$ cat src/rtl/rf_alu_pipe_if.sv
// Handshake/bus bundle for rf_alu_pipe: issue side (in_*, instr, controls) and result side (out_*).
// Latency: none, wires only.
// Backpressure: in_ready is driven by the pipe; out_ready is driven by the consumer.
//
// Port summary:
//   issue  : in_valid, in_ready, instr[31:0], alu_ctrl[3:0], reg_write, reg_set, set_data[XLEN-1:0]
//   result : out_valid, out_ready, rd1, rd2, alu_result [XLEN-1:0], zero, out_rd[4:0]
interface rf_alu_pipe_if #(
    parameter int XLEN = 32
);
    logic            in_valid;
    logic            in_ready;
    logic [31:0]     instr;
    logic [3:0]      alu_ctrl;
    logic            reg_write;
    logic            reg_set;
    logic [XLEN-1:0] set_data;

    logic            out_valid;
    logic            out_ready;
    logic [XLEN-1:0] rd1;
    logic [XLEN-1:0] rd2;
    logic [XLEN-1:0] alu_result;
    logic            zero;
    logic [4:0]      out_rd;

    // Producer/consumer side (testbench or upstream logic).
    modport master (
        output in_valid, instr, alu_ctrl, reg_write, reg_set, set_data, out_ready,
        input  in_ready, out_valid, rd1, rd2, alu_result, zero, out_rd
    );

    // Pipe side.
    modport slave (
        input  in_valid, instr, alu_ctrl, reg_write, reg_set, set_data, out_ready,
        output in_ready, out_valid, rd1, rd2, alu_result, zero, out_rd
    );
endinterface

$ cat src/rtl/rf_alu_pipe.sv
// Register file + ALU in a two-stage pipe (S1 latched operands, S2 registered outputs).
// Latency: an op offered in cycle N shows on out_valid in cycle N+2; one op per cycle sustained.
// Backpressure: S2 holds while out_ready=0; S1 stalls behind it, and in_ready drops when S1 cannot drain.
//
// Port summary:
//   clk   : sole clock, rising edge
//   rst_n : asynchronous active-low reset; clears both stages, the register file and the outputs
//   bus   : rf_alu_pipe_if.slave (see rf_alu_pipe_if.sv)
module rf_alu_pipe #(
    parameter int XLEN = 32,
    parameter int NREG = 32
) (
    input  logic          clk,
    input  logic          rst_n,
    rf_alu_pipe_if.slave  bus
);
    localparam int RW = $clog2(NREG);
    localparam int SW = $clog2(XLEN);

    // ---------------- state ----------------
    logic            r_s1_vld;
    logic [XLEN-1:0] r_s1_a;
    logic [XLEN-1:0] r_s1_b;
    logic [3:0]      r_s1_ctrl;
    logic [4:0]      r_s1_rd;
    logic            r_s1_we;
    logic            r_s1_set_en;
    logic [XLEN-1:0] r_s1_set_dat;

    logic            r_s2_vld;
    logic [XLEN-1:0] r_s2_a;
    logic [XLEN-1:0] r_s2_b;
    logic [XLEN-1:0] r_s2_res;
    logic            r_s2_zero;
    logic [4:0]      r_s2_rd;

    logic [XLEN-1:0] r_regs [NREG];

    // ---------------- handshake ----------------
    logic w_adv;
    logic w_accept;

    assign w_adv        = r_s1_vld && (!r_s2_vld || bus.out_ready);
    assign bus.in_ready = !r_s1_vld || w_adv;
    assign w_accept     = bus.in_valid && bus.in_ready;

    // ---------------- S1 ALU ----------------
    logic [SW-1:0]   w_shamt;
    logic [XLEN-1:0] w_alu;
    logic [XLEN-1:0] w_s1_res;
    logic            w_lt_s;
    logic            w_lt_u;

    assign w_shamt = r_s1_b[SW-1:0];
    assign w_lt_s  = $signed(r_s1_a) < $signed(r_s1_b);
    assign w_lt_u  = r_s1_a < r_s1_b;

    always_comb begin
        w_alu = '0;
        unique case (r_s1_ctrl)
            4'b0000: w_alu = r_s1_a & r_s1_b;
            4'b0001: w_alu = r_s1_a | r_s1_b;
            4'b0010: w_alu = r_s1_a + r_s1_b;
            4'b0110: w_alu = r_s1_a - r_s1_b;
            4'b0011: w_alu = r_s1_a ^ r_s1_b;
            4'b0100: w_alu = r_s1_a << w_shamt;
            4'b0101: w_alu = r_s1_a >> w_shamt;
            4'b0111: w_alu = XLEN'($signed(r_s1_a) >>> w_shamt);
            4'b1000: w_alu = {{(XLEN-1){1'b0}}, w_lt_s};
            4'b1001: w_alu = {{(XLEN-1){1'b0}}, w_lt_u};
            default: w_alu = '0;
        endcase
    end

    assign w_s1_res = r_s1_set_en ? r_s1_set_dat : w_alu;

    // ---------------- register file write / forwarding ----------------
    logic [RW-1:0] w_s1_rd_idx;
    logic          w_s1_wr;

    assign w_s1_rd_idx = r_s1_rd[RW-1:0];
    // The write lands on the same edge that S1 moves to S2; x0 is never written.
    assign w_s1_wr     = w_adv && (r_s1_we || r_s1_set_en) && (w_s1_rd_idx != '0);

    logic [RW-1:0]   w_rs1_idx;
    logic [RW-1:0]   w_rs2_idx;
    logic [XLEN-1:0] w_rs1_rf;
    logic [XLEN-1:0] w_rs2_rf;
    logic [XLEN-1:0] w_rs1_dat;
    logic [XLEN-1:0] w_rs2_dat;

    assign w_rs1_idx = bus.instr[15 +: RW];
    assign w_rs2_idx = bus.instr[20 +: RW];
    assign w_rs1_rf  = (w_rs1_idx == '0) ? '0 : r_regs[w_rs1_idx];
    assign w_rs2_rf  = (w_rs2_idx == '0) ? '0 : r_regs[w_rs2_idx];

    // A new op can only be accepted with S1 occupied when S1 is leaving, so the
    // S1 result is exactly the value the register file will hold after this edge.
    // w_s1_wr already excludes x0, which keeps x0 reading as zero.
    assign w_rs1_dat = (w_s1_wr && (w_rs1_idx == w_s1_rd_idx)) ? w_s1_res : w_rs1_rf;
    assign w_rs2_dat = (w_s1_wr && (w_rs2_idx == w_s1_rd_idx)) ? w_s1_res : w_rs2_rf;

    // Fields of instr outside rs1/rs2/rd carry no meaning here.
    logic w_unused_instr;
    assign w_unused_instr = ^bus.instr;

    // ---------------- sequential ----------------
    always_ff @(posedge clk or negedge rst_n) begin
        if (!rst_n) begin
            r_s1_vld     <= 1'b0;
            r_s1_a       <= '0;
            r_s1_b       <= '0;
            r_s1_ctrl    <= '0;
            r_s1_rd      <= '0;
            r_s1_we      <= 1'b0;
            r_s1_set_en  <= 1'b0;
            r_s1_set_dat <= '0;
        end else begin
            if (w_accept) begin
                r_s1_vld     <= 1'b1;
                r_s1_a       <= w_rs1_dat;
                r_s1_b       <= w_rs2_dat;
                r_s1_ctrl    <= bus.alu_ctrl;
                r_s1_rd      <= bus.instr[11:7];
                r_s1_we      <= bus.reg_write;
                r_s1_set_en  <= bus.reg_set;
                r_s1_set_dat <= bus.set_data;
            end else if (w_adv) begin
                r_s1_vld <= 1'b0;
            end
        end
    end

    always_ff @(posedge clk or negedge rst_n) begin
        if (!rst_n) begin
            r_s2_vld  <= 1'b0;
            r_s2_a    <= '0;
            r_s2_b    <= '0;
            r_s2_res  <= '0;
            r_s2_zero <= 1'b0;
            r_s2_rd   <= '0;
        end else begin
            if (w_adv) begin
                r_s2_vld  <= 1'b1;
                r_s2_a    <= r_s1_a;
                r_s2_b    <= r_s1_b;
                r_s2_res  <= w_s1_res;
                r_s2_zero <= (r_s1_a == r_s1_b);
                r_s2_rd   <= r_s1_rd;
            end else if (r_s2_vld && bus.out_ready) begin
                r_s2_vld <= 1'b0;
            end
        end
    end

    always_ff @(posedge clk or negedge rst_n) begin
        if (!rst_n) begin
            for (int i = 0; i < NREG; i++) begin
                r_regs[i] <= '0;
            end
        end else if (w_s1_wr) begin
            r_regs[w_s1_rd_idx] <= w_s1_res;
        end
    end

    // ---------------- outputs ----------------
    assign bus.out_valid  = r_s2_vld;
    assign bus.rd1        = r_s2_a;
    assign bus.rd2        = r_s2_b;
    assign bus.alu_result = r_s2_res;
    assign bus.zero       = r_s2_zero;
    assign bus.out_rd     = r_s2_rd;
endmodule

$ cat src/flat_wrapper.sv
// flat-port wrapper written by rule: the top's interface ports become plain ports
module rf_alu_pipe_flat 
#(
    parameter int XLEN = 32,
    parameter int NREG = 32
)
  (clk, rst_n, bus_in_valid, bus_instr, bus_alu_ctrl, bus_reg_write, bus_reg_set, bus_set_data, bus_out_ready, bus_in_ready, bus_out_valid, bus_rd1, bus_rd2, bus_alu_result, bus_zero, bus_out_rd);
  rf_alu_pipe_if #(.XLEN(XLEN)) bus_i ();
  input  logic clk;
  input  logic rst_n;
  input wire logic [$bits(bus_i.in_valid)-1:0] bus_in_valid;
  input wire logic [$bits(bus_i.instr)-1:0] bus_instr;
  input wire logic [$bits(bus_i.alu_ctrl)-1:0] bus_alu_ctrl;
  input wire logic [$bits(bus_i.reg_write)-1:0] bus_reg_write;
  input wire logic [$bits(bus_i.reg_set)-1:0] bus_reg_set;
  input wire logic [$bits(bus_i.set_data)-1:0] bus_set_data;
  input wire logic [$bits(bus_i.out_ready)-1:0] bus_out_ready;
  output wire logic [$bits(bus_i.in_ready)-1:0] bus_in_ready;
  output wire logic [$bits(bus_i.out_valid)-1:0] bus_out_valid;
  output wire logic [$bits(bus_i.rd1)-1:0] bus_rd1;
  output wire logic [$bits(bus_i.rd2)-1:0] bus_rd2;
  output wire logic [$bits(bus_i.alu_result)-1:0] bus_alu_result;
  output wire logic [$bits(bus_i.zero)-1:0] bus_zero;
  output wire logic [$bits(bus_i.out_rd)-1:0] bus_out_rd;
  assign bus_i.in_valid = bus_in_valid;
  assign bus_i.instr = bus_instr;
  assign bus_i.alu_ctrl = bus_alu_ctrl;
  assign bus_i.reg_write = bus_reg_write;
  assign bus_i.reg_set = bus_reg_set;
  assign bus_i.set_data = bus_set_data;
  assign bus_i.out_ready = bus_out_ready;
  assign bus_in_ready = bus_i.in_ready;
  assign bus_out_valid = bus_i.out_valid;
  assign bus_rd1 = bus_i.rd1;
  assign bus_rd2 = bus_i.rd2;
  assign bus_alu_result = bus_i.alu_result;
  assign bus_zero = bus_i.zero;
  assign bus_out_rd = bus_i.out_rd;
  rf_alu_pipe #(.XLEN(XLEN), .NREG(NREG)) u_core (.clk(clk), .rst_n(rst_n), .bus(bus_i));
endmodule
$ cat config.mk
export PLATFORM = sky130hd
export DESIGN_NAME = rf_alu_pipe_flat
export DESIGN_NICKNAME = d
export VERILOG_FILES = /design/src/rtl/rf_alu_pipe_if.sv /design/src/rtl/rf_alu_pipe.sv /design/src/flat_wrapper.sv
export SDC_FILE = /design/constraint.sdc
export NUM_CORES = 2
export LEC_CHECK = 0
export BUFFER_PORTS_ARGS = -buffer_cell sky130_fd_sc_hd__buf_4
export CORE_MARGIN = 2
export CORE_UTILIZATION = 55
export CTS_BUF_LIST = sky130_fd_sc_hd__clkbuf_16
export DETAILED_ROUTE_END_ITERATION = 10
export GPL_ROUTABILITY_DRIVEN = 0
export PLACE_DENSITY = 0.72
export SLEW_MARGIN = 20
export SYNTH_ARGS = -nofsm -noshare
export SYNTH_HDL_FRONTEND = slang
export SYNTH_SLANG_ARGS = --single-unit
$ cat constraint.sdc
create_clock -name clk -period 8.9 [get_ports clk]
set_input_delay 2.67 -clock clk [delete_from_list [all_inputs] [get_ports clk]]
set_output_delay 2.67 -clock clk [all_outputs]
set_load 0.02 [all_outputs]
==> run_results.csv <==
group,metric,value,unit
outcome,outcome,"complete, but fails checks",
outcome,violations,"DRC",
detailed_routing,wl,246,mm
yosys,ys_seq_area_share,43.5,%
cts,cts_hold_buf,0,
placement,post_dp_cell_area,0.0732,mm2
pwr,powerDensity,247,mW/mm2
yosys,async_reset_ff_share,100,%
sta,post-route-period-util,67.6,%
detailed_routing,drc_errors,1,
setup_path,ff2ff_setup_slack,3130,ps
sta,slew_headroom,17.4,%
placement,place_hpwl,154,mm
yosys,yosys.area.top_type_share,43.5,%
detailed_routing,wl_per_cell,28.9,um
global_routing,grt_pass1_wl,366,mm
cts,numCtsBuffers,133,
cts,clk_latency,820,ps
global_routing,grt_start_max_net_pins,175,
pwr,power_leakage,0.0337,uW
hold_path,min_path_type,"flip-flop to flip-flop",
sta,finClkSkew,58.4,ps
setup_path,worstSetupEndpointType,"output port",
yosys,synth_ff_type,"dfrtp_1",
setup_path,path_depth,4,
yosys,yosys.area_share.adder,1.98,%
yosys,synth_cells,6968,
yosys,synthSimpleGateAreaFrac,10.7,%
layout,final_common_cell,"nand2_1",
floorplan,start_util,55.5,%
yosys,avgSynthCellArea,10.2,um2
layout,fin_nets,6918,
global_routing,grt_overflow,0,
sta,hold_viol,0,
floorplan,pin_count,178,
layout,post-route-util,60.7,%
setup_path,cp_common_cell,"buf_4",
setup_path,startpoint,"bus_out_ready",
yosys,synth_mux_area_share,22.8,%
detailed_routing,drt_iter0_drc,8648,
floorplan,die_x,363,um
cts,clk_pin_slew,60,ps
setup_path,critPathCapture,"bus_in_ready",
cts,postCtsSetupRepairBufs,0,
sta,final.setup.tns,0,ps
layout,design_area,0.0776,mm2
setup_path,rr_worst_depth,14,
sta,rsz0062_at_grt,"no",
layout,drive_above_1_share,19.6,%
global_routing,grt_pass1_vias,57211,
sta,worst_slew_pin_slew,1240,ps
setup_path,cp_slowest_cell,"buf_4",
detailed_routing,drtAntennaViolNets,0,
setup_path,crit_chain,"buf_4, nor2b_1, nand2_1, buf_4",
yosys,synth_seq_cells,1235,
global_routing,antenna_found_initial,12,
setup_path,r2r-end,"u_core.r_regs[236]",
detailed_routing,dr.pass1.iters,11,
yosys,yosysWarnings,0,
layout,n_fill_cell,10341,
yosys,synth_compound_area_share,16.1,%
detailed_routing,vias,59187,
setup_path,path_class,"input port to output port",
floorplan,core-area,0.128,mm2
yosys,yosys.area.top_type,"dfrtp_1",
cts,htreeDepth,4,
layout,syn_to_final_growth,9.20,%
global_routing,grt_use_total,37.2,%
yosys,synth_cell_types,83,
flow_run,drv_cap,0,
yosys,synth_area,0.0710,mm2
cts,cts.sinks,1235,
detailed_routing,via_per_inst,6.95,
floorplan,std_cell_rows,131,
cts,cts-root-buf,"clkbuf_16",
setup_path,cp_max_fo,4,
pwr,ir_worst_vdd,190,uV
yosys,syn-num-nets,7153,
cts,cts_tree,"yes",
yosys,synth_edf_count,0,
setup_path,r2r-start,"u_core.r_s1_b[2]",
sta,drv_slew,0,
cts,postCtsResizedCells,0,
cts,clockBufferDepth,3,
setup_path,critical_path_buf_inv_count,2,
setup_path,arrival,3350,ps
setup_path,required,6230,ps
sta,fin_crit,6020,ps
setup_path,slowest_delay,200,ps
yosys,synth_xor_area_share,0.296,%
floorplan,die-area,0.132,mm2
yosys,synth_top_family_by_area,"multiplexers",
floorplan,die_h,363,um
setup_path,crit_family,"simple AND/OR/NAND/NOR gates",
layout,final_cell_mix,"nand2_1, dfrtp_1, o21ai_0",
placement,io_buffers,160,
yosys,synthTopCellsByArea,"dfrtp_1, mux4_2, o21ai_0, nand2_1, mux2i_1",
sta,timing.fmax,166,MHz
sta,setup_viol,0,
setup_path,critPathLaunchType,"input port",
## worst register-to-register path: stages, from the launching register on
cell	delay (ps)
dfrtp_2	340
buf_4	660
inv_1	110
buf_4	330
ha_1	530
o21ba_2	270
nor4_1	710
o311ai_0	360
nand3_1	300
nor2_1	60
a211o_1	300
a211oi_1	750
o21a_1	190
buf_4	370
o21ai_0	290
## state kept, by name, indices dropped and copies added (netlist names), 4 cells and up
| register | count |
|---|---|
| u_core.r_s1_ctrl | 4 |
| u_core.r_s1_rd | 5 |
| u_core.r_regs | 1024 |
| u_core.r_s1_a | 32 |
| u_core.r_s1_b | 32 |
| u_core.bus.rd2 | 32 |
| u_core.bus.rd1 | 32 |
| u_core.bus.alu_result | 32 |
| u_core.r_s1_set_dat | 32 |
| u_core.bus.out_rd | 5 |
## through the flow
step           power (uW)  std cells  setup slack (ps)  hold WS (ps)
2_1_floorplan       11300       6968              3210           438
3_3_place_gp        13200       8258              2460           379
3_5_place_dp        13400       8258              2460           388
4_1_cts             18900       8504              2890           401
5_1_grt             19900       8506              2800           409
6_report            19100       8512              2880           398
## cells by family (layout without fill, tap and decap cells)
| family | Yosys count | in the layout |
|---|---|---|
| buffers and inverters | 805 | 681 |
| AOI/OAI and AO/OA | 1913 | 1913 |
| other | 0 | 6 |
| DFF | 1235 | 1235 |
| xor gates and xnor gates | 24 | 24 |
| muxes | 1010 | 1010 |
| and+or+nand+nor | 1870 | 1870 |
| adders and majority gates | 111 | 111 |
## worst min-delay path by stage
| stage | endpoint | startpoint | depth (start not counted) | slack [ps] |
|---|---|---|---|---|
| floorplan | u_core.r_s1_set_dat[24] | u_core.r_s1_set_dat[24] | 2 | 440 |
| global placement | u_core.r_regs[1022] | u_core.r_regs[1022] | 0 | 380 |
| detailed placement | u_core.r_regs[1014] | u_core.r_regs[1014] | 0 | 390 |
| CTS | u_core.r_regs[1013] | u_core.r_regs[1013] | 0 | 400 |
| global route | u_core.r_regs[1012] | u_core.r_regs[1012] | 0 | 410 |
| finish | u_core.r_regs[1013] | u_core.r_regs[1013] | 0 | 400 |
## power by group
part / switching (uW) / internal [uW] / total (uW)
clock network: 2430 / 3110 / 5540
registers: 992 / 6760 / 7760
logic: 3580 / 2270 / 5850
total: 7000 / 12100 / 19100
## final cells by class
cell class                 count  area [um2]  share of cell area [%]
multi-input combinational   4928       37200                    47.9
sequential                  1235       30900                    39.9
clock buffer                 137        3430                    4.42
timing repair buffer         317        2590                    3.34
tap                         1662        2080                    2.68
clock inverter               109         902                    1.16
inverter                     118         443                   0.571
antenna                        6        15.0                  0.0194
## cell usage after synthesis (47+ instances only)
| cell | count |
|---|---|
| nand2_1 | 1289 |
| dfrtp_1 | 1235 |
| o21ai_0 | 1006 |
| clkbuf_1 | 518 |
| mux4_2 | 465 |
| mux2i_1 | 313 |
| nor2_1 | 296 |
| a21oi_1 | 278 |
| mux2_2 | 232 |
| inv_1 | 112 |
| ha_1 | 109 |
| buf_2 | 96 |
| nand3_1 | 94 |
| a221oi_1 | 87 |
| a22oi_1 | 86 |
| buf_1 | 57 |
| o221ai_1 | 57 |
| o31ai_1 | 47 |
## per-layer routing
metal	up-vias	GRT usage, %	part of all wire (%)
met5	-	0	0.042
met4	16	21.8	6.9
met1	29134	47.7	37
met2	4051	55.1	44
li1	24897	-	-
met3	1089	12.5	13
Power figures use the tool's default switching activity.
